===== src/rtl/pu_mc.sv =====
// pu_mc -- small multi-cycle processor core with separate instruction and
// data memory handshakes and an 8-entry register file (r0 hard-wired to 0).
// Optional feature: define PU_MC_MUL_EN to make op 5 an unsigned MUL;
// without it op 5 behaves as a NOP and no multiplier is built.
module pu_mc #(
  parameter int WIDTH = 16,
  parameter int PCW   = 8,
  parameter int DAW   = 8
) (
  input  logic             clk,
  input  logic             rst,
  output logic             imem_req,
  output logic [PCW-1:0]   imem_addr,
  input  logic             imem_ack,
  input  logic [15:0]      imem_rdata,
  output logic             dmem_req,
  output logic             dmem_we,
  output logic [DAW-1:0]   dmem_addr,
  output logic [WIDTH-1:0] dmem_wdata,
  input  logic             dmem_ack,
  input  logic [WIDTH-1:0] dmem_rdata,
  output logic             we,
  output logic [WIDTH-1:0] rwd,
  output logic             halt
);

  typedef enum logic [2:0] {
    FETCH  = 3'd0,
    DECODE = 3'd1,
    EXEC   = 3'd2,
    MEM    = 3'd3,
    WB     = 3'd4,
    HALT   = 3'd5
  } state_e;

  localparam logic [3:0] OP_ADD  = 4'd0;
  localparam logic [3:0] OP_SUB  = 4'd1;
  localparam logic [3:0] OP_AND  = 4'd2;
  localparam logic [3:0] OP_OR   = 4'd3;
  localparam logic [3:0] OP_XOR  = 4'd4;
  localparam logic [3:0] OP_MUL  = 4'd5;
  localparam logic [3:0] OP_LI   = 4'd6;
  localparam logic [3:0] OP_LD   = 4'd7;
  localparam logic [3:0] OP_ST   = 4'd8;
  localparam logic [3:0] OP_JMP  = 4'd9;
  localparam logic [3:0] OP_BZ   = 4'd10;
  localparam logic [3:0] OP_HALT = 4'd15;

  state_e           state_q, state_d;
  logic [PCW-1:0]   pc_q, pc_d;
  logic [15:0]      ir_q, ir_d;
  logic [WIDTH-1:0] opA_q, opA_d;
  logic [WIDTH-1:0] opB_q, opB_d;
  logic [WIDTH-1:0] opD_q, opD_d;
  logic [WIDTH-1:0] result_q, result_d;
  logic [WIDTH-1:0] regFile_q [8];

  logic [3:0]       op;
  logic [2:0]       rd, ra, rb;
  logic [8:0]       imm9;
  logic [WIDTH-1:0] immW;
  logic [PCW-1:0]   immPc;
  logic [PCW-1:0]   pcInc;

  assign op    = ir_q[15:12];
  assign rd    = ir_q[11:9];
  assign ra    = ir_q[8:6];
  assign rb    = ir_q[5:3];
  assign imm9  = ir_q[8:0];
  assign immW  = WIDTH'($signed(imm9));
  assign immPc = PCW'($signed(imm9));
  assign pcInc = pc_q + PCW'(1);

  // State and datapath registers; reset abandons any access in flight
  always_ff @(posedge clk) begin
    if (!rst) begin
      state_q  <= FETCH;
      pc_q     <= '0;
      ir_q     <= '0;
      opA_q    <= '0;
      opB_q    <= '0;
      opD_q    <= '0;
      result_q <= '0;
    end else begin
      state_q  <= state_d;
      pc_q     <= pc_d;
      ir_q     <= ir_d;
      opA_q    <= opA_d;
      opB_q    <= opB_d;
      opD_q    <= opD_d;
      result_q <= result_d;
    end
  end

  // Register file: written only in WB, writes to r0 dropped so it always reads 0
  always_ff @(posedge clk) begin
    if (!rst) begin
      for (int i = 0; i < 8; i++) begin
        regFile_q[i] <= '0;
      end
    end else if (state_q == WB && rd != 3'd0) begin
      regFile_q[rd] <= result_q;
    end
  end

  // Next-state logic: sequence each instruction through the FSM
  always_comb begin
    state_d  = state_q;
    pc_d     = pc_q;
    ir_d     = ir_q;
    opA_d    = opA_q;
    opB_d    = opB_q;
    opD_d    = opD_q;
    result_d = result_q;
    case (state_q)
      FETCH: begin
        if (imem_ack) begin
          ir_d    = imem_rdata;
          state_d = DECODE;
        end
      end
      DECODE: begin
        opA_d   = regFile_q[ra];
        opB_d   = regFile_q[rb];
        opD_d   = regFile_q[rd];
        state_d = EXEC;
      end
      EXEC: begin
        pc_d    = pcInc;
        state_d = FETCH;
        case (op)
          OP_ADD: begin result_d = opA_q + opB_q; state_d = WB; end
          OP_SUB: begin result_d = opA_q - opB_q; state_d = WB; end
          OP_AND: begin result_d = opA_q & opB_q; state_d = WB; end
          OP_OR:  begin result_d = opA_q | opB_q; state_d = WB; end
          OP_XOR: begin result_d = opA_q ^ opB_q; state_d = WB; end
`ifdef PU_MC_MUL_EN
          OP_MUL: begin result_d = opA_q * opB_q; state_d = WB; end
`endif
          OP_LI:  begin result_d = immW; state_d = WB; end
          OP_LD:  state_d = MEM;
          OP_ST:  state_d = MEM;
          OP_JMP: pc_d = PCW'(imm9);
          OP_BZ: begin
            if (opD_q == '0) begin
              pc_d = pcInc + immPc;
            end
          end
          OP_HALT: state_d = HALT;
          default: state_d = FETCH;
        endcase
      end
      MEM: begin
        if (dmem_ack) begin
          if (op == OP_LD) begin
            result_d = dmem_rdata;
            state_d  = WB;
          end else begin
            state_d  = FETCH;
          end
        end
      end
      WB:      state_d = FETCH;
      HALT:    state_d = HALT;
      default: state_d = FETCH;
    endcase
  end

  // Output decode: every request and strobe is a pure function of the state
  always_comb begin
    imem_req   = 1'b0;
    dmem_req   = 1'b0;
    dmem_we    = 1'b0;
    dmem_addr  = '0;
    dmem_wdata = '0;
    we         = 1'b0;
    rwd        = '0;
    halt       = 1'b0;
    case (state_q)
      FETCH: imem_req = 1'b1;
      MEM: begin
        dmem_req  = 1'b1;
        dmem_addr = opA_q[DAW-1:0];
        if (op == OP_ST) begin
          dmem_we    = 1'b1;
          dmem_wdata = opD_q;
        end
      end
      WB: begin
        we  = 1'b1;
        rwd = result_q;
      end
      HALT:    halt = 1'b1;
      default: ;
    endcase
  end

  assign imem_addr = pc_q;

endmodule


===== config.mk =====
export PLATFORM = sky130hd
export DESIGN_NAME = pu_mc
export DESIGN_NICKNAME = d
export VERILOG_FILES = /design/src/rtl/pu_mc.sv
export SDC_FILE = /design/constraint.sdc
export NUM_CORES = 1
export LEC_CHECK = 0
export CAP_MARGIN = 20
export CORE_ASPECT_RATIO = 1.5
export CORE_UTILIZATION = 40
export DETAILED_ROUTE_END_ITERATION = 6
export GPL_TIMING_DRIVEN = 0
export MAX_ROUTING_LAYER = met4
export PLACE_DENSITY_LB_ADDON = 0.05
export SYNTH_ARGS = -nofsm -noshare
export SYNTH_HDL_FRONTEND = slang
export SYNTH_SLANG_ARGS = --single-unit

===== constraint.sdc =====
create_clock -name clk -period 8.05 [get_ports clk]
set_input_delay 0.805 -clock clk [delete_from_list [all_inputs] [get_ports clk]]
set_output_delay 0.805 -clock clk [all_outputs]
set_load 0.02 [all_outputs]

==> impl_metrics.yaml, run 1 <==
sta:
  finClkSkew_ns: 0.01549
  post-route-period-util: 0.5117
  relSlewSlack: 0.2394
  worstMarginPinSlew_ns: 1.141
  layout_min_cycle_time_ns: 4.120
  finalHoldViolations: 0
  setup_tns_ns: 0
  whs_ns: 0.5130
  timing.fmax_ghz: 0.2427
  drv_slew: 0
  rsz0062_at_grt: "no"
  setup_viol: 0
global_routing:
  overflow: 0
  grt_pass1_wl_mm: 73.22
  grt_use_total: 0.2932
  grt_pass1_vias: 11170
  grt_max_degree: 26
  grt_antenna_before_repair: 0
critical_path:
  crit_type: "reg -> out"
  critPathMaxFanout: 10
  start_kind: "register"
  worstPathRequired_ns: 7.24
  cp-end-kind: "output port"
  reg2reg_depth: 11
  cp.arrival_ns: 3.31
placed_design:
  postPlaceCellArea_um2: 15560
  place_congestion: 0.9606
  io_buffers: 88
  placed_cells: 1799
  hpwl_mm: 38.46
finish:
  area_growth_pct: 17.04
  num-fill-cells: 3244
  design_area_um2: 16360
  antenna_cells: 0
  stdcell_count: 1843
  final_nets: 1494
  final_core_util: 0.4774
  drive_gt1_frac: 0.1544
worst_hold_path:
  hold_depth: 2
  min_path_type: "reg -> reg"
synthesis:
  synth_top_family_by_area: "multiplexers"
  synth_xor_area_frac: 0.02184
  synthMuxAreaShare: 0.1898
  synthArstFlopShare: 0
  synthAdderAreaFrac: 0.05299
  synth_top_cell_area_share: 0.2750
  yosys.area_share.simple: 0.1627
  synth_cells: 1266
  ys_types: 83
  yosysWarnings: 0
  avgSynthCellArea_um2: 11.04
  yosysTopAreaCell: "edfxtp_1"
  synth-compound-area-share: 0.1248
  seq_area_frac_synth: 0.4053
  syn_area_um2: 13980
  synthFlopType: "edfxtp_1"
  synth_edf_count: 128
  ys_ff_latch: 219
  netlist_top_cells_area: "edfxtp_1, mux4_2, dfxtp_1"
clock_tree:
  cts-hold-fix-buffers: 0
  clk_pin_slew_ns: 0.07
  cts_tree: "yes"
  cts_resized: 0
  cts_root_buf: "clkbuf_16"
  cts_setup_buffers: 0
  clock_path_buffers: 3
  cts.sinks: 219
  cts_buffers: 24
  h-tree-depth: 1
  clk_latency_ns: 0.54
die:
  io_pins: 89
  fp.dieArea_um2: 35710
  start_util: 0.4079
  std_cell_rows: 83
  coreArea_um2: 34270
  dieHeight_um: 231.0
  die_x_um: 154.6
pwr:
  peakVddDrop_mv: 0.1622
  power_density_nw_per_um2: 222.4
  leakage_nw: 5.808
routing:
  via_per_inst: 5.956
  totalWireLength_mm: 49.78
  drc: 0
  wire_per_inst_um: 27.01
  vias: 10980
  drt_iter0_markers: 676
  ant_nets: 0
  dr.pass1.iters: 5
outcome:
  status: "completed"
flow_run:
  maxCapViolCount: 0
==> critical path, cell delays in order, from the launching register on <==
cell             delay (ns)
dfxtp_1                0.48
nor2b_1                0.33
nand2_1                0.17
nor2_1                 0.49
clkbuf_1               0.41
and2_1                 0.26
clkdlybuf4s50_1        0.63
==> per-stage QoR <==
step           power, mW  setup slack [ns]
6_report           3.639             3.930
4_1_cts            3.647             3.923
5_1_grt            3.794             3.798
2_1_floorplan      2.128             5.000
3_3_place_gp       2.484             2.742
3_5_place_dp       2.493             3.581
==> report_power, final <==
group | switching, mW | internal, mW
registers | 0.115 | 1.27
logic | 0.637 | 0.463
clock network | 0.490 | 0.665
==> per-layer routing <==
| metal | wire [um] | GRT usage | vias to the layer above | share of wire |
|---|---|---|---|---|
| met5 | 0 | - | - | 0 |
| met4 | 2287 | 0.1287 | 0 | 0.046 |
| met2 | 25980 | 0.5252 | 368 | 0.52 |
| met3 | 2348 | 0.02760 | 123 | 0.047 |
| met1 | 19160 | 0.3306 | 5484 | 0.38 |
| li1 | - | - | 5001 | - |
==> path summary, 6_finish.rpt <==
path / start / to / slack, ns
worst min-delay path: opD_q[5]$_SDFFE_PN0N_ / opD_q[5]$_SDFFE_PN0N_ / 0.51
worst max-delay path: ir_q[15]$_SDFFE_PN0P_ / dmem_wdata[7] / 3.93
worst max register to register: ir_q[12]$_SDFFE_PN0P_ / result_q[13]$_SDFFE_PN0P_ / 4.26
worst min register to register: opD_q[5]$_SDFFE_PN0N_ / opD_q[5]$_SDFFE_PN0N_ / 0.51
==> cells by family after synthesis <==
kind of cell | after synthesis
compound gates | 262
xor+xnor | 34
fa+ha+maj | 58
buf+inv | 135
flops | 219
mux | 145
other cells | 1
simple gates | 412
==> cell type report <==
type                       instances  area (um2)  share of cell area
multi-input combinational        927        7801              0.4768
buffer                            90       422.9             0.02585
sequential                       219        5665              0.3463
clock inverter                    16       165.2             0.01009
clock buffer                      28       636.9             0.03893
tap                              425       531.8             0.03250
inverter                          45       168.9             0.01032
timing repair buffer              93       968.4             0.05919
==> placed cells by master (no fill, tap or decap), types with 48 or more instances in the layout <==
cell,count
nand2_1,76
nor2_1,91
ha_1,56
mux2i_1,48
a21oi_1,65
clkdlybuf4s50_1,88
dfxtp_1,91
a211oi_1,49
edfxtp_1,128
and2_1,146
mux4_2,96
==> flip-flops by register name (all words and copies together), names as in the netlist <==
name       count
state_q        3
imem_addr      8
ir_q          16
opD_q         16
opA_q         16
opB_q         16
result_q      16
regFile_q    128
==> cells in the mapped netlist, types with 3 or more instances <==
library cell  instances
buf_2                34
buf_1                 3
nand3_1              11
nor2_1               91
a221o_1               3
a221oi_1             10
and2b_1               3
nand2_1              76
nor2_4                4
nand3b_1              6
a2bb2oi_1             3
mux2i_1              48
inv_1                45
a22oi_1              10
o2111ai_1             3
clkbuf_2              3
xnor2_1              27
o21ai_0              50
nor4_1               11
ha_1                 56
a21o_1                8
xor2_1                6
buf_4                 8
o221ai_1              4
dfxtp_1              91
nand2b_1             14
o211ai_1             12
nor3_1                8
a31oi_1              11
edfxtp_1            128
o21a_1                3
clkbuf_1             41
or3_1                 3
o31ai_1               3
a211oi_1             49
and2_1              146
and3_1                6
nand4_1               5
mux4_2               96
nor2b_1               7
o31a_1                3
a21oi_1              65
Power figures use the tool's default switching activity.
==> run 2: changes to the inputs <==
clock period = 4 ns   (was 8.05 ns; I/O delays follow)
==> results of run 2 <==
The final DEF is identical to that of run 1. Status: completed.
Main changes from that run: setup slack after placement 3.581 ns -> -0.06407 ns; clock-pin slew on the worst setup and hold paths 0.07 ns -> 0.06 ns; setup slack after layout 3.930 ns -> 0.2126 ns; hold slack 0.5130 ns -> 0.4086 ns; start point of the critical path ir_q[15]$_SDFFE_PN0P_ -> ir_q[12]$_SDFFE_PN0P_; end point of the critical path dmem_wdata[7] -> result_q[13]$_SDFFE_PN0P_; register-to-register setup slack 4.26 ns -> 0.21 ns; end point of the worst hold path opD_q[5]$_SDFFE_PN0N_ -> ir_q[12]$_SDFFE_PN0P_; total power 3.639 mW -> 7.323 mW; worst IR drop on VDD 0.1622 mV -> 0.3264 mV
==> run 3: changes to the inputs <==
SKIP_CTS_REPAIR_TIMING = 1   (was not set)
SKIP_LAST_GASP = 1   (was not set)
clock period = 4.04 ns   (was 4 ns; I/O delays follow)
==> results of run 3 <==
The final DEF is identical to that of run 1. Status: completed.
Main changes from that run: setup slack after placement 3.581 ns -> -0.02807 ns; clock-pin slew on the worst setup and hold paths 0.07 ns -> 0.06 ns; setup slack after layout 3.930 ns -> 0.2526 ns; hold slack 0.5130 ns -> 0.4126 ns; start point of the critical path ir_q[15]$_SDFFE_PN0P_ -> ir_q[12]$_SDFFE_PN0P_; end point of the critical path dmem_wdata[7] -> result_q[13]$_SDFFE_PN0P_; register-to-register setup slack 4.26 ns -> 0.25 ns; end point of the worst hold path opD_q[5]$_SDFFE_PN0N_ -> ir_q[12]$_SDFFE_PN0P_; total power 3.639 mW -> 7.250 mW; worst IR drop on VDD 0.1622 mV -> 0.3232 mV
